$ cat config.mk
export PLATFORM = sky130hd
export DESIGN_NAME = insn_encoder_flat
export DESIGN_NICKNAME = d
export VERILOG_FILES = /design/src/rtl/insn_encoder_pkg.sv /design/src/rtl/insn_encoder_if.sv /design/src/rtl/insn_encoder_range_check.sv /design/src/rtl/insn_encoder.sv /design/src/flat_wrapper.sv
export SDC_FILE = /design/constraint.sdc
export NUM_CORES = 1
export LEC_CHECK = 0
export ABC_AREA = 1
export CAP_MARGIN = 15
export CORE_ASPECT_RATIO = 0.8
export CORE_UTILIZATION = 45
export CTS_CLUSTER_SIZE = 40
export DETAILED_ROUTE_END_ITERATION = 8
export PLACE_DENSITY = 0.87
export SYNTH_ARGS = -nofsm -noshare
export SYNTH_HDL_FRONTEND = slang
export SYNTH_HIERARCHICAL = 1
export SYNTH_SLANG_ARGS = --single-unit
$ cat constraint.sdc
create_clock -name clk -period 3.1 [get_ports clk]
set_clock_uncertainty 0.05 [all_clocks]
set_input_delay 0.93 -clock clk [delete_from_list [all_inputs] [get_ports clk]]
set_output_delay 0.93 -clock clk [all_outputs]
set_load 0.01 [all_outputs]
$ cat src/rtl/insn_encoder_pkg.sv
// -----------------------------------------------------------------------------
// Common -- shared types and constants for the RV32I instruction encoder.
//
// Contents:
//   ImmFmt      : instruction encoding format selector (3 bits; code 7 unused)
//   NOP_INSN    : word emitted in place of any request that fails its check
//   insn_req_t  : one captured encode request (format plus all raw fields)
// -----------------------------------------------------------------------------
package Common;

  typedef enum logic [2:0] {
    FMT_R      = 3'd0,
    FMT_I      = 3'd1,
    FMT_ISHIFT = 3'd2,
    FMT_S      = 3'd3,
    FMT_B      = 3'd4,
    FMT_U      = 3'd5,
    FMT_J      = 3'd6
  } ImmFmt;

  // addi x0, x0, 0
  localparam logic [31:0] NOP_INSN = 32'h0000_0013;

  typedef struct packed {
    ImmFmt       fmt;
    logic [6:0]  opcode;
    logic [4:0]  rd;
    logic [4:0]  rs1;
    logic [4:0]  rs2;
    logic [2:0]  funct3;
    logic [6:0]  funct7;
    logic [31:0] imm;
  } insn_req_t;

endpackage

$ cat src/rtl/insn_encoder_if.sv
// -----------------------------------------------------------------------------
// insn_encoder_if -- request/response bundle of the instruction encoder.
//
// Request side (valid/ready): in_valid, in_ready, in_fmt, in_opcode, in_rd,
//   in_rs1, in_rs2, in_funct3, in_funct7, in_imm.
// Response side (valid/ready): out_valid, out_ready, out_insn, out_err.
//
// Modports:
//   master : the client -- issues requests and consumes encoded words
//   slave  : the encoder
// -----------------------------------------------------------------------------
interface insn_encoder_if;
  import Common::*;

  logic        in_valid;
  logic        in_ready;
  ImmFmt       in_fmt;
  logic [6:0]  in_opcode;
  logic [4:0]  in_rd;
  logic [4:0]  in_rs1;
  logic [4:0]  in_rs2;
  logic [2:0]  in_funct3;
  logic [6:0]  in_funct7;
  logic [31:0] in_imm;

  logic        out_valid;
  logic        out_ready;
  logic [31:0] out_insn;
  logic        out_err;

  modport master (
    output in_valid, in_fmt, in_opcode, in_rd, in_rs1, in_rs2,
           in_funct3, in_funct7, in_imm, out_ready,
    input  in_ready, out_valid, out_insn, out_err
  );

  modport slave (
    input  in_valid, in_fmt, in_opcode, in_rd, in_rs1, in_rs2,
           in_funct3, in_funct7, in_imm, out_ready,
    output in_ready, out_valid, out_insn, out_err
  );

endinterface

$ cat src/rtl/insn_encoder_range_check.sv
// -----------------------------------------------------------------------------
// imm_range_check -- combinational immediate legality check.
//
// Ports:
//   fmt_i : encoding format of the request
//   imm_i : two's complement immediate (byte offset or value)
//   ok_o  : 1 when the immediate is representable in that format
//
// Branch and jump offsets must also be even, since bit 0 is not encoded.
// Upper immediates must have their low 12 bits clear. R-type ignores the
// immediate. Unused format codes are never ok.
// -----------------------------------------------------------------------------
module imm_range_check
  import Common::*;
(
  input  ImmFmt       fmt_i,
  input  logic [31:0] imm_i,
  output logic        ok_o
);

  logic signed [31:0] simm;
  assign simm = $signed(imm_i);

  // NOTE: every output of a combinational block gets a default before the
  // case statement, so no path can leave it unassigned and infer a latch.
  always_comb begin
    ok_o = 1'b0;
    case (fmt_i)
      FMT_R:        ok_o = 1'b1;
      FMT_I, FMT_S: ok_o = (simm >= -32'sd2048) && (simm <= 32'sd2047);
      // Unsigned compare: negative shift amounts look huge and fail.
      FMT_ISHIFT:   ok_o = (imm_i <= 32'd31);
      FMT_B:        ok_o = (simm >= -32'sd4096) && (simm <= 32'sd4094) && !imm_i[0];
      FMT_J:        ok_o = (simm >= -32'sd1048576) && (simm <= 32'sd1048574) && !imm_i[0];
      FMT_U:        ok_o = (imm_i[11:0] == 12'd0);
      default:      ok_o = 1'b0;
    endcase
  end

endmodule

$ cat src/rtl/insn_encoder.sv
// -----------------------------------------------------------------------------
// insn_encoder -- two-stage RV32I instruction word encoder.
//
// Ports:
//   clk       : clock, rising edge
//   rst       : synchronous active-high reset
//   bus       : insn_encoder_if.slave -- request in, encoded word out
//   err_count : saturating count of erroneous words handed to the consumer
//
// Stage 1 captures the request together with its immediate range check.
// Stage 2 holds the assembled word (or NOP plus out_err on a failed check).
// Each stage loads when it is empty or when its contents move downstream, so
// with out_ready held high one request is accepted every cycle and its word
// appears two clock edges after the request is presented.
// -----------------------------------------------------------------------------
module insn_encoder (
  input  logic           clk,
  input  logic           rst,
  insn_encoder_if.slave  bus,
  output logic [15:0]    err_count
);
  import Common::*;

  // ---------------------------------------------------------------------------
  // Request capture and range check
  // ---------------------------------------------------------------------------
  insn_req_t req_in;
  logic      req_ok;

  always_comb begin
    req_in        = '0;
    req_in.fmt    = bus.in_fmt;
    req_in.opcode = bus.in_opcode;
    req_in.rd     = bus.in_rd;
    req_in.rs1    = bus.in_rs1;
    req_in.rs2    = bus.in_rs2;
    req_in.funct3 = bus.in_funct3;
    req_in.funct7 = bus.in_funct7;
    req_in.imm    = bus.in_imm;
  end

  imm_range_check u_range_check (
    .fmt_i (bus.in_fmt),
    .imm_i (bus.in_imm),
    .ok_o  (req_ok)
  );

  // ---------------------------------------------------------------------------
  // Pipeline state
  // ---------------------------------------------------------------------------
  logic        s1_valid_q, s1_valid_d;
  logic        s1_ok_q, s1_ok_d;
  insn_req_t   s1_req_q, s1_req_d;

  logic        out_valid_q, out_valid_d;
  logic [31:0] out_insn_q, out_insn_d;
  logic        out_err_q, out_err_d;

  logic [15:0] err_count_q, err_count_d;

  logic        s2_ready;
  logic        s1_ready;
  logic [31:0] assembled;

  // Stage 2 can take a word when it is empty or its word is being consumed;
  // stage 1 likewise when empty or when it is handing over to stage 2.
  assign s2_ready = !out_valid_q || bus.out_ready;
  assign s1_ready = !s1_valid_q  || s2_ready;

  // Forced low while reset is asserted so nothing appears accepted that the
  // reset is about to discard.
  assign bus.in_ready = !rst && s1_ready;

  // ---------------------------------------------------------------------------
  // Field assembly from the stage-1 request
  // ---------------------------------------------------------------------------
  always_comb begin
    assembled = NOP_INSN;
    case (s1_req_q.fmt)
      FMT_R:      assembled = {s1_req_q.funct7, s1_req_q.rs2, s1_req_q.rs1,
                               s1_req_q.funct3, s1_req_q.rd, s1_req_q.opcode};
      FMT_I:      assembled = {s1_req_q.imm[11:0], s1_req_q.rs1,
                               s1_req_q.funct3, s1_req_q.rd, s1_req_q.opcode};
      FMT_ISHIFT: assembled = {s1_req_q.funct7, s1_req_q.imm[4:0], s1_req_q.rs1,
                               s1_req_q.funct3, s1_req_q.rd, s1_req_q.opcode};
      FMT_S:      assembled = {s1_req_q.imm[11:5], s1_req_q.rs2, s1_req_q.rs1,
                               s1_req_q.funct3, s1_req_q.imm[4:0], s1_req_q.opcode};
      FMT_B:      assembled = {s1_req_q.imm[12], s1_req_q.imm[10:5],
                               s1_req_q.rs2, s1_req_q.rs1, s1_req_q.funct3,
                               s1_req_q.imm[4:1], s1_req_q.imm[11],
                               s1_req_q.opcode};
      FMT_U:      assembled = {s1_req_q.imm[31:12], s1_req_q.rd, s1_req_q.opcode};
      FMT_J:      assembled = {s1_req_q.imm[20], s1_req_q.imm[10:1],
                               s1_req_q.imm[11], s1_req_q.imm[19:12],
                               s1_req_q.rd, s1_req_q.opcode};
      default:    assembled = NOP_INSN;
    endcase
  end

  // ---------------------------------------------------------------------------
  // Next-state logic
  // ---------------------------------------------------------------------------
  always_comb begin
    s1_valid_d  = s1_valid_q;
    s1_ok_d     = s1_ok_q;
    s1_req_d    = s1_req_q;
    out_valid_d = out_valid_q;
    out_insn_d  = out_insn_q;
    out_err_d   = out_err_q;
    err_count_d = err_count_q;

    if (s1_ready) begin
      s1_valid_d = bus.in_valid;
      if (bus.in_valid) begin
        s1_req_d = req_in;
        s1_ok_d  = req_ok;
      end
    end

    // When stalled, out_valid/out_insn/out_err simply keep their values.
    if (s2_ready) begin
      out_valid_d = s1_valid_q;
      if (s1_valid_q) begin
        out_insn_d = s1_ok_q ? assembled : NOP_INSN;
        out_err_d  = !s1_ok_q;
      end
    end

    // Counted as the erroneous word leaves, saturating instead of wrapping.
    if (out_valid_q && bus.out_ready && out_err_q && (err_count_q != 16'hFFFF)) begin
      err_count_d = err_count_q + 16'd1;
    end
  end

  // ---------------------------------------------------------------------------
  // State registers
  // ---------------------------------------------------------------------------
  // NOTE: sequential state uses non-blocking assignments so every register
  // samples its pre-edge next-state value regardless of statement order.
  always_ff @(posedge clk) begin
    if (rst) begin
      s1_valid_q  <= 1'b0;
      out_valid_q <= 1'b0;
      out_insn_q  <= 32'd0;
      out_err_q   <= 1'b0;
      err_count_q <= 16'd0;
    end else begin
      s1_valid_q  <= s1_valid_d;
      out_valid_q <= out_valid_d;
      out_insn_q  <= out_insn_d;
      out_err_q   <= out_err_d;
      err_count_q <= err_count_d;
    end
  end

  // NOTE: the stage-1 payload is qualified by s1_valid_q, so it is left out
  // of reset; only the control and visible output registers are cleared.
  always_ff @(posedge clk) begin
    s1_req_q <= s1_req_d;
    s1_ok_q  <= s1_ok_d;
  end

  assign bus.out_valid = out_valid_q;
  assign bus.out_insn  = out_insn_q;
  assign bus.out_err   = out_err_q;
  assign err_count     = err_count_q;

endmodule

$ cat src/flat_wrapper.sv
// flat-port wrapper written by rule: the top's interface ports become plain ports
module insn_encoder_flat import Common::*;
  (clk, rst, err_count, bus_in_valid, bus_in_fmt, bus_in_opcode, bus_in_rd, bus_in_rs1, bus_in_rs2, bus_in_funct3, bus_in_funct7, bus_in_imm, bus_out_ready, bus_in_ready, bus_out_valid, bus_out_insn, bus_out_err);
  insn_encoder_if bus_i ();
  input  logic clk;
  input  logic rst;
  output logic [15:0] err_count;
  input wire logic [$bits(bus_i.in_valid)-1:0] bus_in_valid;
  input wire logic [$bits(bus_i.in_fmt)-1:0] bus_in_fmt;
  input wire logic [$bits(bus_i.in_opcode)-1:0] bus_in_opcode;
  input wire logic [$bits(bus_i.in_rd)-1:0] bus_in_rd;
  input wire logic [$bits(bus_i.in_rs1)-1:0] bus_in_rs1;
  input wire logic [$bits(bus_i.in_rs2)-1:0] bus_in_rs2;
  input wire logic [$bits(bus_i.in_funct3)-1:0] bus_in_funct3;
  input wire logic [$bits(bus_i.in_funct7)-1:0] bus_in_funct7;
  input wire logic [$bits(bus_i.in_imm)-1:0] bus_in_imm;
  input wire logic [$bits(bus_i.out_ready)-1:0] bus_out_ready;
  output wire logic [$bits(bus_i.in_ready)-1:0] bus_in_ready;
  output wire logic [$bits(bus_i.out_valid)-1:0] bus_out_valid;
  output wire logic [$bits(bus_i.out_insn)-1:0] bus_out_insn;
  output wire logic [$bits(bus_i.out_err)-1:0] bus_out_err;
  assign bus_i.in_valid = bus_in_valid;
  assign bus_i.in_fmt = bus_in_fmt;
  assign bus_i.in_opcode = bus_in_opcode;
  assign bus_i.in_rd = bus_in_rd;
  assign bus_i.in_rs1 = bus_in_rs1;
  assign bus_i.in_rs2 = bus_in_rs2;
  assign bus_i.in_funct3 = bus_in_funct3;
  assign bus_i.in_funct7 = bus_in_funct7;
  assign bus_i.in_imm = bus_in_imm;
  assign bus_i.out_ready = bus_out_ready;
  assign bus_in_ready = bus_i.in_ready;
  assign bus_out_valid = bus_i.out_valid;
  assign bus_out_insn = bus_i.out_insn;
  assign bus_out_err = bus_i.out_err;
  insn_encoder u_core (.clk(clk), .rst(rst), .bus(bus_i), .err_count(err_count));
endmodule
==> PnR_summary.wiki, run 1 <==
{| class="wikitable"
! Metric !! Value
|-
| Starting density of the core || 0.470
|-
| Net count, final || between 800 and 900
|-
| Number of buffers added by the clock tree synthesis step || 17
|-
| Crit Path Max Fanout || 3
|-
| Vias in the first global route || about 4300
|-
| Number of nets in the synthesized netlist || approximately 710
|-
| Post-synthesis instance area || approximately 5500 sq um
|-
| Hold WS || 405 ps
|-
| Average detailed-routed wire length per instance || approximately 15 microns
|-
| Clock tree from TritonCTS || done
|-
| Number of vias after detailed routing || roughly 4800
|-
| Total of warnings raised by yosys || 6
|-
| Maximum achievable frequency || 339 MHz
|-
| Ys async rst share || 0
|-
| Area of combinational cells with multiple inputs || 2130 sq um
|-
| Ys flop type || edfxtp_1
|-
| Hold Vio Cnt, Final || 0
|-
| Quantity of I/O buffers inserted on ports || 121
|-
| Final RePlAce weighted congestion || 0.887
|-
| Total placed instance area || approximately 6800 sq um
|-
| Number of distinct standard cells referenced by the synthesized netlist || 33
|-
| Area of the die || roughly 13000 sq um
|-
| Max Cap Violations || 0
|-
| Clock sink total || 119
|-
| Tightest Pin Transition || 547 ps
|-
| Wire length of the first global-routing pass || 21.3 mm
|-
| Final critical-path share of the clock period || 0.952
|-
| Wirelength, routed || around 14 mm
|-
| Synthesized area divided by synthesized cell count || 8.57 sq um
|-
| Slew Viols, Final || 0
|-
| Number of enable flip-flop cells after synthesis || 68
|-
| Type of the worst setup path || in2out
|-
| Setup-failing EPs final || 0
|-
| Required time worst endpoint || 2120 ps
|-
| X dimension of the die || 126 microns
|-
| Clock buffer depth || 2
|-
| Placement Rows || 35
|-
| Violated checks || design-rule violations
|-
| Area delta synth->final || 35.5%
|-
| Number of filler cells placed in the layout || 927
|-
| DR DRC count || 7
|-
| Clock transition at the register clock pins on the worst setup and hold paths after CTS || 50 ps
|-
| Number of standard cells after synthesis || 641
|-
| Count of boundary I/O pins || approximately 120
|-
| Antenna Violating Nets Remaining || 0
|-
| Maximum number of pins on one net before global-route repair || 69
|-
| CTS H-tree depth || 4
|-
| DRC violation total after the first TritonRoute iteration || roughly 500
|-
| Fraction of final layout cells with drive strength greater than 1 || 0.106
|-
| Kind of end point of the critical path || output pin
|-
| Flip-flop and latch area || just over 3000 sq um
|-
| Clock latency of the later-clocked register in the worst-skew pair || 410 ps
|-
| Vias per Instance || 5.16
|-
| Unrepaired setup endpoints after global routing || false
|-
| Post-synthesis sequential element count || 119
|-
| Power density over the cells || 552 nW/um^2
|-
| Post-DP HPWL || ~9.5 mm
|-
| Antenna violations before repair || 0
|-
| Global routing usage summed across all routing layers || 0.223
|-
| Worst ir drop on vdd || about 0.00043 V
|-
| GR Overflow Total || 0
|-
| Share of synthesized area occupied by flip-flops and latches || 0.557
|-
| Antenna Cells || 0
|-
| Worst hold path class || reg2reg
|-
| Post-route minimum period || around 3000 ps
|-
| First-pass iteration count of the detailed router || 9
|-
| Endpoint arrival time on the critical path || between 1500 and 2000 ps
|-
| Area of all placed cells without fillers || 7450 sq um
|-
| Startpoint kind of the worst setup timing path || primary input
|-
| Result of the run || finished, violations left
|-
| Core Region || 11700 sq um
|-
| Clock tree root buffer cell || clkbuf_16
|-
| Die Span Y || 101 microns
|-
| Leakage power total || 2.79 nW
|-
| Worst slew slack as a fraction of its limit || 0.635
|}
worst paths after layout:
kind	from	end	slack, ps	cells past startpoint
min	u_core/s1_req_q[58]	u_core/bus.out_insn[1]	410	2
min reg2reg	u_core/s1_req_q[58]	u_core/bus.out_insn[1]	410	2
max	bus_out_ready	bus_in_ready	150	6
max reg2reg	u_core/s1_req_q[66]	u_core/bus.out_insn[21]	1170	6
layout by cell type (no fill, tap or decap), types with 2 or more instances in the layout:
cell type and n:
a21oi_1 32, a21oi_2 12, buf_12 2, buf_4 3
clkbuf_1 3, clkbuf_16 20, clkbuf_8 3, clkdlybuf4s50_1 119
clkinv_2 2, dfxtp_1 51, edfxtp_1 68, inv_1 48
inv_2 3, nand2_1 208, nand2_2 16, nand2_4 2
nand3_1 57, nand3_2 4, nand4_1 11, nor2_1 72
nor2_2 4, nor2_4 3, nor3_1 4, o21ai_0 13
o21ai_4 2, xnor2_1 4, xor2_1 2
timing repair:
item	4_1_cts	5_1_grt
setup endpoints to repair	1	0
setup buffers	0	0
hold buffers	0	0
resized for setup	2	0
metal layers:
layer / vias to the layer above / wire length (microns) / GRT usage
li1: 2350 / - / -
met1: 2184 / 6050 / 0.300
met2: 238 / 6240 / 0.351
met3: 19 / 1140 / 0.0510
met4: 0 / 189 / 0.0854
met5: - / 0 / 0
cell families (layout without fill, tap and decap cells):
| kind of cell | Yosys count | after routing | synth area share |
|---|---|---|---|
| simple gates | 384 | 384 | 0.303 |
| flops | 119 | 119 | 0.557 |
| buf+inv | 69 | 209 | 0.0560 |
| compound gates | 61 | 61 | 0.0685 |
| xor+xnor | 7 | 7 | 0.0125 |
| fa+ha+maj | 1 | 1 | 0.00228 |
per-stage QoR:
| step | utilization | setup slack (ps) | std cells | setup TNS, ps | total power (W) |
|---|---|---|---|---|---|
| after floorplan | - | 161 | 641 | 0 | 0.00197 |
| after global placement | 0.584 | -169 | 897 | -169 | 0.00215 |
| after detailed placement | 0.584 | -143 | 897 | -143 | 0.00216 |
| after CTS | 0.637 | 157 | 929 | 0 | 0.00413 |
| after global routing | 0.637 | 96.7 | 929 | 0 | 0.00424 |
| final | 0.637 | 148 | 929 | 0 | 0.00411 |
critical path: stages:
cell and delay (ps):
clkdlybuf4s50_1 440, inv_1 110, nand3_2 100, nand2_1 80, inv_1 30, dlygate4sd2_1 270
cells in the mapped netlist, drive strengths merged (5+ instances only):
master	count	area (sq um)
o21ai	17	111
a21oi	44	265
nand3	61	320
clkbuf	7	26.3
dfxtp	51	1020
buf	11	90.1
nand4	11	68.8
edfxtp	68	2040
nor2	79	329
nand2	226	903
inv	51	191
nor3	5	30.0
flip-flops by register name (all words and copies together), names as in the netlist:
register and cells:
u_core/bus.out_err 1, u_core/bus.out_insn 32, u_core/bus.out_valid 1, u_core/err_count 16, u_core/s1_ok_q 1, u_core/s1_req_q 67, u_core/s1_valid_q 1
power breakdown:
part,switching (W),internal [W],total (W)
logic,0.000194,0.000159,0.000353
clock network,0.000668,0.00131,0.00197
registers,0.0000341,0.00175,0.00178
total,0.000896,0.00321,0.00411
final cells by class:
type | instances | share of cell area
Multi-Input combinational cell | 453 | 0.286
Tap cell | 148 | 0.0249
Clock inverter | 6 | 0.00773
Timing Repair Buffer | 126 | 0.170
Inverter | 51 | 0.0257
Sequential cell | 119 | 0.411
Clock buffer | 26 | 0.0742
Note: power is estimated with default switching activity, not from simulation.
==> run 2: changes to the inputs <==
- CORE_MARGIN: not set -> 2
- PLACE_DENSITY: 0.87 -> 0.84
- clock period: 3.1 -> 3.3 ns (I/O delays scaled with it)
==> PnR_summary.wiki, run 2 (same netlist as run 1, synthesis figures left out) <==
{| class="wikitable"
! Metric !! Value
|-
| Portion of total power attributed to sequential cells || 0.419 (-0.015)
|-
| Maximum number of pins on one net before global-route repair || 69 (unchanged)
|-
| Tightest Pin Transition || 563 ps (+16.0 ps)
|-
| Flip-flop count of the largest register after layout || 67 (unchanged)
|-
| Quantity of I/O buffers inserted on ports || 121 (unchanged)
|-
| Internal Power || 0.00316 W (-1.6%)
|-
| Core Region || 12000 sq um (+2.9%)
|-
| Number of buffers added by the clock tree synthesis step || 17 (unchanged)
|-
| Most common cell after layout, fill and taps aside || nand2_1
|-
| Area of combinational cells with multiple inputs || 2130 sq um (-0.23%)
|-
| CTS H-tree depth || 4 (unchanged)
|-
| Endpoint arrival time on the critical path || 1850 ps (-120 ps)
|-
| DRC violation total after the first TritonRoute iteration || 366 (-27%)
|-
| Leakage power total || 2.83 nW (+1.2%)
|-
| Combinational power share || 0.083 (-0.003)
|-
| Worst slew slack as a fraction of its limit || 0.625 (-0.0107)
|-
| Worst slack at placement || 40.2 ps (+183 ps)
|-
| Maximum achievable frequency || approximately 350 MHz
|-
| Slew Viols, Final || 0 (unchanged)
|-
| Final RePlAce weighted congestion || 0.912 (+2.8%)
|-
| Worst Setup SP || bus_out_ready
|-
| Number of vias after detailed routing || 4812 (+0.44%)
|-
| Result of the run || completed
|-
| GR Overflow Total || 0 (unchanged)
|-
| Post-DP HPWL || 9.54 mm (+0.28%)
|-
| Vias per Instance || 5.15 (-0.21%)
|-
| DR DRC count || 0 (-7)
|-
| Cell breakdown of the critical path || clkdlybuf4s50_1, inv_1, nand3_1, nand2_1, inv_1, dlymetal6s2s_1
|-
| Vias in the first global route || 4401 (+3.3%)
|-
| Final critical-path share of the clock period || 0.876
|-
| Clock tree from TritonCTS || done
|-
| Placement Rows || 36 (+2.9%)
|-
| Startpoint kind of the worst setup timing path || primary input
|-
| Starting density of the core || 0.457 (-0.0131)
|-
| R2R cell count || 6 (unchanged)
|-
| Required time worst endpoint || 2260 ps (+140 ps)
|-
| Final instance count without filler cells || 935 (+0.65%)
|-
| Flip-flop and latch area || 3060 sq um (unchanged)
|-
| Global routing usage summed across all routing layers || 0.213 (-0.00942)
|-
| Unrepaired setup endpoints after global routing || false
|-
| Type of the worst setup path || in2out
|-
| Most frequent cells in the layout || nand2_1 (208), clkdlybuf4s50_1 (119), nor2_1 (72)
|-
| Startpoint of the worst register-to-register path || u_core/s1_req_q[66]
|-
| Clock tree root buffer cell || clkbuf_16
|-
| Least setup slack across all paths after layout || 411 ps (+263 ps)
|-
| Power spent charging and discharging nets || 0.000829 W (-7.4%)
|-
| Wirelength, routed || 13.4 mm (-1.7%)
|-
| Die Span Y || 103 microns (+2.0%)
|-
| Cell depth of the worst min-delay path || 2 (unchanged)
|-
| Clock transition at the register clock pins on the worst setup and hold paths after CTS || 60 ps (about the same)
|-
| Kind of end point of the critical path || output pin
|-
| Area of the die || 13100 sq um (+3.6%)
|-
| Worst hold path class || reg2reg
|-
| Area delta synth->final || 36.4%
|-
| Antenna Violating Nets Remaining || 0 (unchanged)
|-
| Hold Vio Cnt, Final || 0 (unchanged)
|-
| Fraction of final layout cells with drive strength greater than 1 || 0.107 (+0.00101)
|-
| Critical path's slowest cell || clkdlybuf4s50_1
|-
| Average detailed-routed wire length per instance || 14.3 microns (-2.3%)
|-
| Clock sink total || 119 (unchanged)
|-
| Clock buffer depth || 2 (unchanged)
|-
| Critical register-to-register path endpoint || u_core/bus.out_insn[7]
|-
| Clock latency of the later-clocked register in the worst-skew pair || 420 ps (about the same)
|-
| Antenna violations before repair || 0 (unchanged)
|-
| Clock network power share || 0.498 (+0.018)
|-
| First-pass iteration count of the detailed router || 5 (-4)
|-
| Setup-failing EPs final || 0 (unchanged)
|-
| Share of total power consumed by net switching || 0.208 (-0.0103)
|-
| Setup Total Neg Slack || 0 ps (unchanged)
|-
| Power density over the cells || 533 nW/um^2 (-3.4%)
|-
| Worst ir drop on vdd || 0.000359 V (-17%)
|-
| Antenna Cells || 0 (unchanged)
|-
| Biggest register || u_core/s1_req_q
|-
| Wire length of the first global-routing pass || 21.4 mm (+0.36%)
|-
| Max Cap Violations || 0 (unchanged)
|-
| Post-route minimum period || 2890 ps
|-
| Net count, final || 842 (+0.24%)
|-
| Placed insts || 903 (+0.67%)
|-
| Number of filler cells placed in the layout || 972 (+4.9%)
|-
| Hold path startpoint || u_core/s1_req_q[61]
|-
| X dimension of the die || 128 microns (+1.6%)
|-
| Flop-to-flop setup slack || 1370 ps (+200 ps)
|-
| Count of boundary I/O pins || 122 (unchanged)
|-
| Critical Path Max Stage Delay || 480 ps (+40 ps)
|-
| Crit Path Max Fanout || 2 (-1)
|-
| Capturing element of the worst setup path || bus_in_ready
|-
| Crit-path most repeated cell || inv_1
|}
[run 2: worst max-delay path: cells and delay by family]
family | cells | cell delay [ps]
and+or+nand+nor | 2 | 140
buffers and inverters | 4 | 720
[run 2: worst min-delay path by stage]
| stage | to | slack, ps |
|---|---|---|
| after floorplan | u_core/bus.out_insn[0] | 380 |
| after global placement | u_core/bus.out_insn[4] | 390 |
| after detailed placement | u_core/bus.out_insn[4] | 400 |
| after CTS | u_core/bus.out_insn[4] | 410 |
| after global routing | u_core/bus.out_insn[6] | 430 |
| final | u_core/bus.out_insn[4] | 400 |
[run 2: metrics by stage]
stage,hold slack [ps],utilization,instance area (sq um),power [W]
floorplan,383,-,5500,0.00185
CTS,407,0.623,7490,0.00401
global route,426,0.623,7490,0.00413
finish,400,0.623,7490,0.00399
global placement,388,0.570,6850,0.00202
detailed placement,403,0.570,6850,0.00203
[run 2: repair_timing]
item                       4_1_cts  5_1_grt
hold buffers                     0        0
buffers inserted                 0        0
setup endpoints to repair        0        1
gates resized for setup          0        1
[run 2: area by class of cell]
class | instances | area share
Multi-Input combinational cell | 453 | 0.284
Clock inverter | 10 | 0.0232
Sequential cell | 119 | 0.409
Clock buffer | 22 | 0.0619
Timing Repair Buffer | 128 | 0.172
Tap cell | 152 | 0.0254
Inverter | 51 | 0.0255
[run 2: layer usage]
layer,GRT usage,share of wire
met1,0.286,0.45
met2,0.331,0.45
met3,0.0664,0.087
met4,0.0761,0.012
met5,0,0
[run 2: power by group through the flow]
stage / sequential [W] / combinational [W] / clock (W)
6_report: 0.00167 / 0.000331 / 0.00199
5_1_grt: 0.00168 / 0.000361 / 0.00209
4_1_cts: 0.00167 / 0.000330 / 0.00201
3_5_place_dp: 0.00170 / 0.000328 / 0
3_3_place_gp: 0.00170 / 0.000323 / 0
2_1_floorplan: 0.00170 / 0.000149 / 0
==> run 3: changes to the inputs <==
- CORE_MARGIN: 2 -> 5
- CORE_UTILIZATION: 45 -> 51
- PLACE_DENSITY: 0.84 -> 0.93
==> PnR_summary.wiki, run 3 (same netlist as run 1, synthesis figures left out) <==
{| class="wikitable"
! Metric !! Value
|-
| Clock tree from TritonCTS || done
|-
| Hold Vio Cnt, Final || 0 (unchanged)
|-
| Area delta synth->final || 35.9%
|-
| Final RePlAce weighted congestion || 0.908 (-0.41%)
|-
| Maximum achievable frequency || 328 MHz (-5.2%)
|-
| Fraction of final layout cells with drive strength greater than 1 || 0.107 (unchanged)
|-
| Global routing usage summed across all routing layers || 0.225 (+0.0123)
|-
| Setup-failing EPs final || 0 (unchanged)
|-
| Setup Total Neg Slack || 0 ps (unchanged)
|-
| Combinational power share || 0.087 (+0.004)
|-
| Slew Viols, Final || 0 (unchanged)
|-
| Clock tree root buffer cell || clkbuf_16
|-
| Die Span Y || 103 microns (about the same)
|-
| Clock sink total || 119 (unchanged)
|-
| Clock buffer depth || 2 (unchanged)
|-
| Clock latency of the later-clocked register in the worst-skew pair || 410 ps (about the same)
|-
| Internal Power || 0.00304 W (-3.8%)
|-
| Required time worst endpoint || 2260 ps (about the same)
|-
| Endpoint arrival time on the critical path || 2010 ps (+160 ps)
|-
| Placement Rows || 33 (-8.3%)
|-
| Post-route minimum period || 3050 ps (+157 ps)
|-
| Most frequent cells in the layout || nand2_1 (208), clkdlybuf4s50_1 (119), nor2_1 (72)
|-
| Power density over the cells || 521 nW/um^2 (-2.2%)
|-
| Number of vias after detailed routing || 5000 (+3.9%)
|-
| Final critical-path share of the clock period || 0.923 (+0.0477)
|-
| Maximum number of pins on one net before global-route repair || 45 (-35%)
|-
| Leakage power total || 2.82 nW (-0.37%)
|-
| Vias per Instance || 5.42 (+5.3%)
|-
| Antenna Cells || 0 (unchanged)
|-
| Placed insts || 891 (-1.3%)
|-
| Kind of end point of the critical path || output pin
|-
| First-pass iteration count of the detailed router || 6 (+1)
|-
| Number of filler cells placed in the layout || 758 (-22%)
|-
| Number of buffers added by the clock tree synthesis step || 17 (unchanged)
|-
| Crit Path Max Fanout || 2 (unchanged)
|-
| Quantity of I/O buffers inserted on ports || 121 (unchanged)
|-
| Average detailed-routed wire length per instance || 15.8 microns (+11%)
|-
| Share of total power consumed by net switching || 0.218 (+0.00986)
|-
| Most common cell after layout, fill and taps aside || nand2_1
|-
| Wirelength, routed || 14.6 mm (+9.2%)
|-
| Net count, final || 842 (unchanged)
|-
| Area of combinational cells with multiple inputs || 2130 sq um (unchanged)
|-
| Unrepaired setup endpoints after global routing || false
|-
| Vias in the first global route || 4783 (+8.7%)
|-
| Power spent charging and discharging nets || 0.000846 W (+2.1%)
|-
| Result of the run || completed
|-
| Tightest Pin Transition || 523 ps (-39.5 ps)
|-
| Final instance count without filler cells || 923 (-1.3%)
|-
| X dimension of the die || 126 microns (-1.2%)
|-
| Max Cap Violations || 0 (unchanged)
|-
| Worst hold path class || reg2reg
|-
| Portion of total power attributed to sequential cells || 0.430 (+0.011)
|-
| Area of the die || 13000 sq um (-1.2%)
|-
| DR DRC count || 0 (unchanged)
|-
| Antenna Violating Nets Remaining || 0 (unchanged)
|-
| Flip-flop and latch area || 3060 sq um (unchanged)
|-
| Worst slew slack as a fraction of its limit || 0.651 (+0.0263)
|-
| Clock transition at the register clock pins on the worst setup and hold paths after CTS || 50 ps (about the same)
|-
| Clock network power share || 0.483 (-0.015)
|-
| DRC violation total after the first TritonRoute iteration || 510 (+39%)
|-
| Antenna violations before repair || 0 (unchanged)
|-
| GR Overflow Total || 0 (unchanged)
|-
| Wire length of the first global-routing pass || 22.9 mm (+7.2%)
|-
| Startpoint kind of the worst setup timing path || primary input
|-
| Type of the worst setup path || in2out
|-
| Post-DP HPWL || 10.6 mm (+11%)
|-
| Core Region || 10400 sq um (-13%)
|-
| Starting density of the core || 0.528 (+0.0712)
|-
| Biggest register || u_core/s1_req_q
|-
| CTS Hold Buffers Added || 0 (unchanged)
|-
| Post-CTS Setup Repair Bufs || 0 (unchanged)
|-
| CTS H-tree depth || 4 (unchanged)
|-
| Worst ir drop on vdd || 0.000387 V (+7.9%)
|-
| Count of boundary I/O pins || 122 (unchanged)
|-
| Flip-flop count of the largest register after layout || 67 (unchanged)
|}
[run 3: changes by cell type in the layout (fill, tap and decap cells not counted)]
cell / delta
clkbuf_16: +4
buf_4: -1
dlygate4sd2_1: +1
bufinv_16: -4
buf_12: +1
dlymetal6s2s_1: -1
[run 3: final cells by class]
| class | count | area share |
|---|---|---|
| flip-flops and latches | 119 | 0.410 |
| multi-input cells | 453 | 0.285 |
| repair buffers | 128 | 0.173 |
| clock buffers | 26 | 0.0756 |
| inverters | 51 | 0.0256 |
| well taps | 140 | 0.0235 |
| clock inverters | 6 | 0.00720 |
[run 3: final timing paths]
kind / cells past startpoint / to / slack (ps) / from
hold reg to reg: 2 / u_core/bus.out_insn[0] / 420 / u_core/s1_req_q[57]
setup reg to reg: 6 / u_core/bus.out_insn[31] / 1330 / u_core/s1_req_q[66]
hold / removal: 2 / u_core/bus.out_insn[0] / 420 / u_core/s1_req_q[57]
setup / recovery: 6 / bus_in_ready / 250 / bus_out_ready
[run 3: critical path, cell delays in order]
cell,delay [ps]
clkdlybuf4s50_1,420
inv_1,100
nand3_1,110
nand2_1,80
inv_1,30
dlygate4sd2_1,270
[run 3: power groups by stage]
stage | Combinational [W] | Sequential [W] | Clock [W]
after floorplan | 0.000149 | 0.00170 | 0
after global placement | 0.000322 | 0.00170 | 0
after detailed placement | 0.000332 | 0.00170 | 0
after CTS | 0.000334 | 0.00167 | 0.00189
after global routing | 0.000365 | 0.00168 | 0.00196
final | 0.000336 | 0.00167 | 0.00188
[run 3: what timing repair did]
action,CTS,global route
endpoints found under the setup margin,1,0
resized for setup,1,0
endpoints found under the hold margin,0,0
[run 3: routing by layer]
| metal | GRT usage | wire length [microns] |
|---|---|---|
| met1 | 0.278 | 5950 |
| met2 | 0.378 | 6840 |
| met3 | 0.0709 | 1530 |
| met4 | 0.0833 | 299 |
| met5 | 0 | 0 |
[run 3: metrics by stage]
step	hold slack, ps	util	area (sq um)	power [W]	setup slack [ps]
after CTS	419	0.718	7470	0.00390	254
after floorplan	383	-	5500	0.00185	301
final	416	0.718	7470	0.00389	254
after global placement	393	0.658	6850	0.00202	27.1
after detailed placement	407	0.658	6850	0.00203	6.42
after global routing	440	0.718	7470	0.00401	191
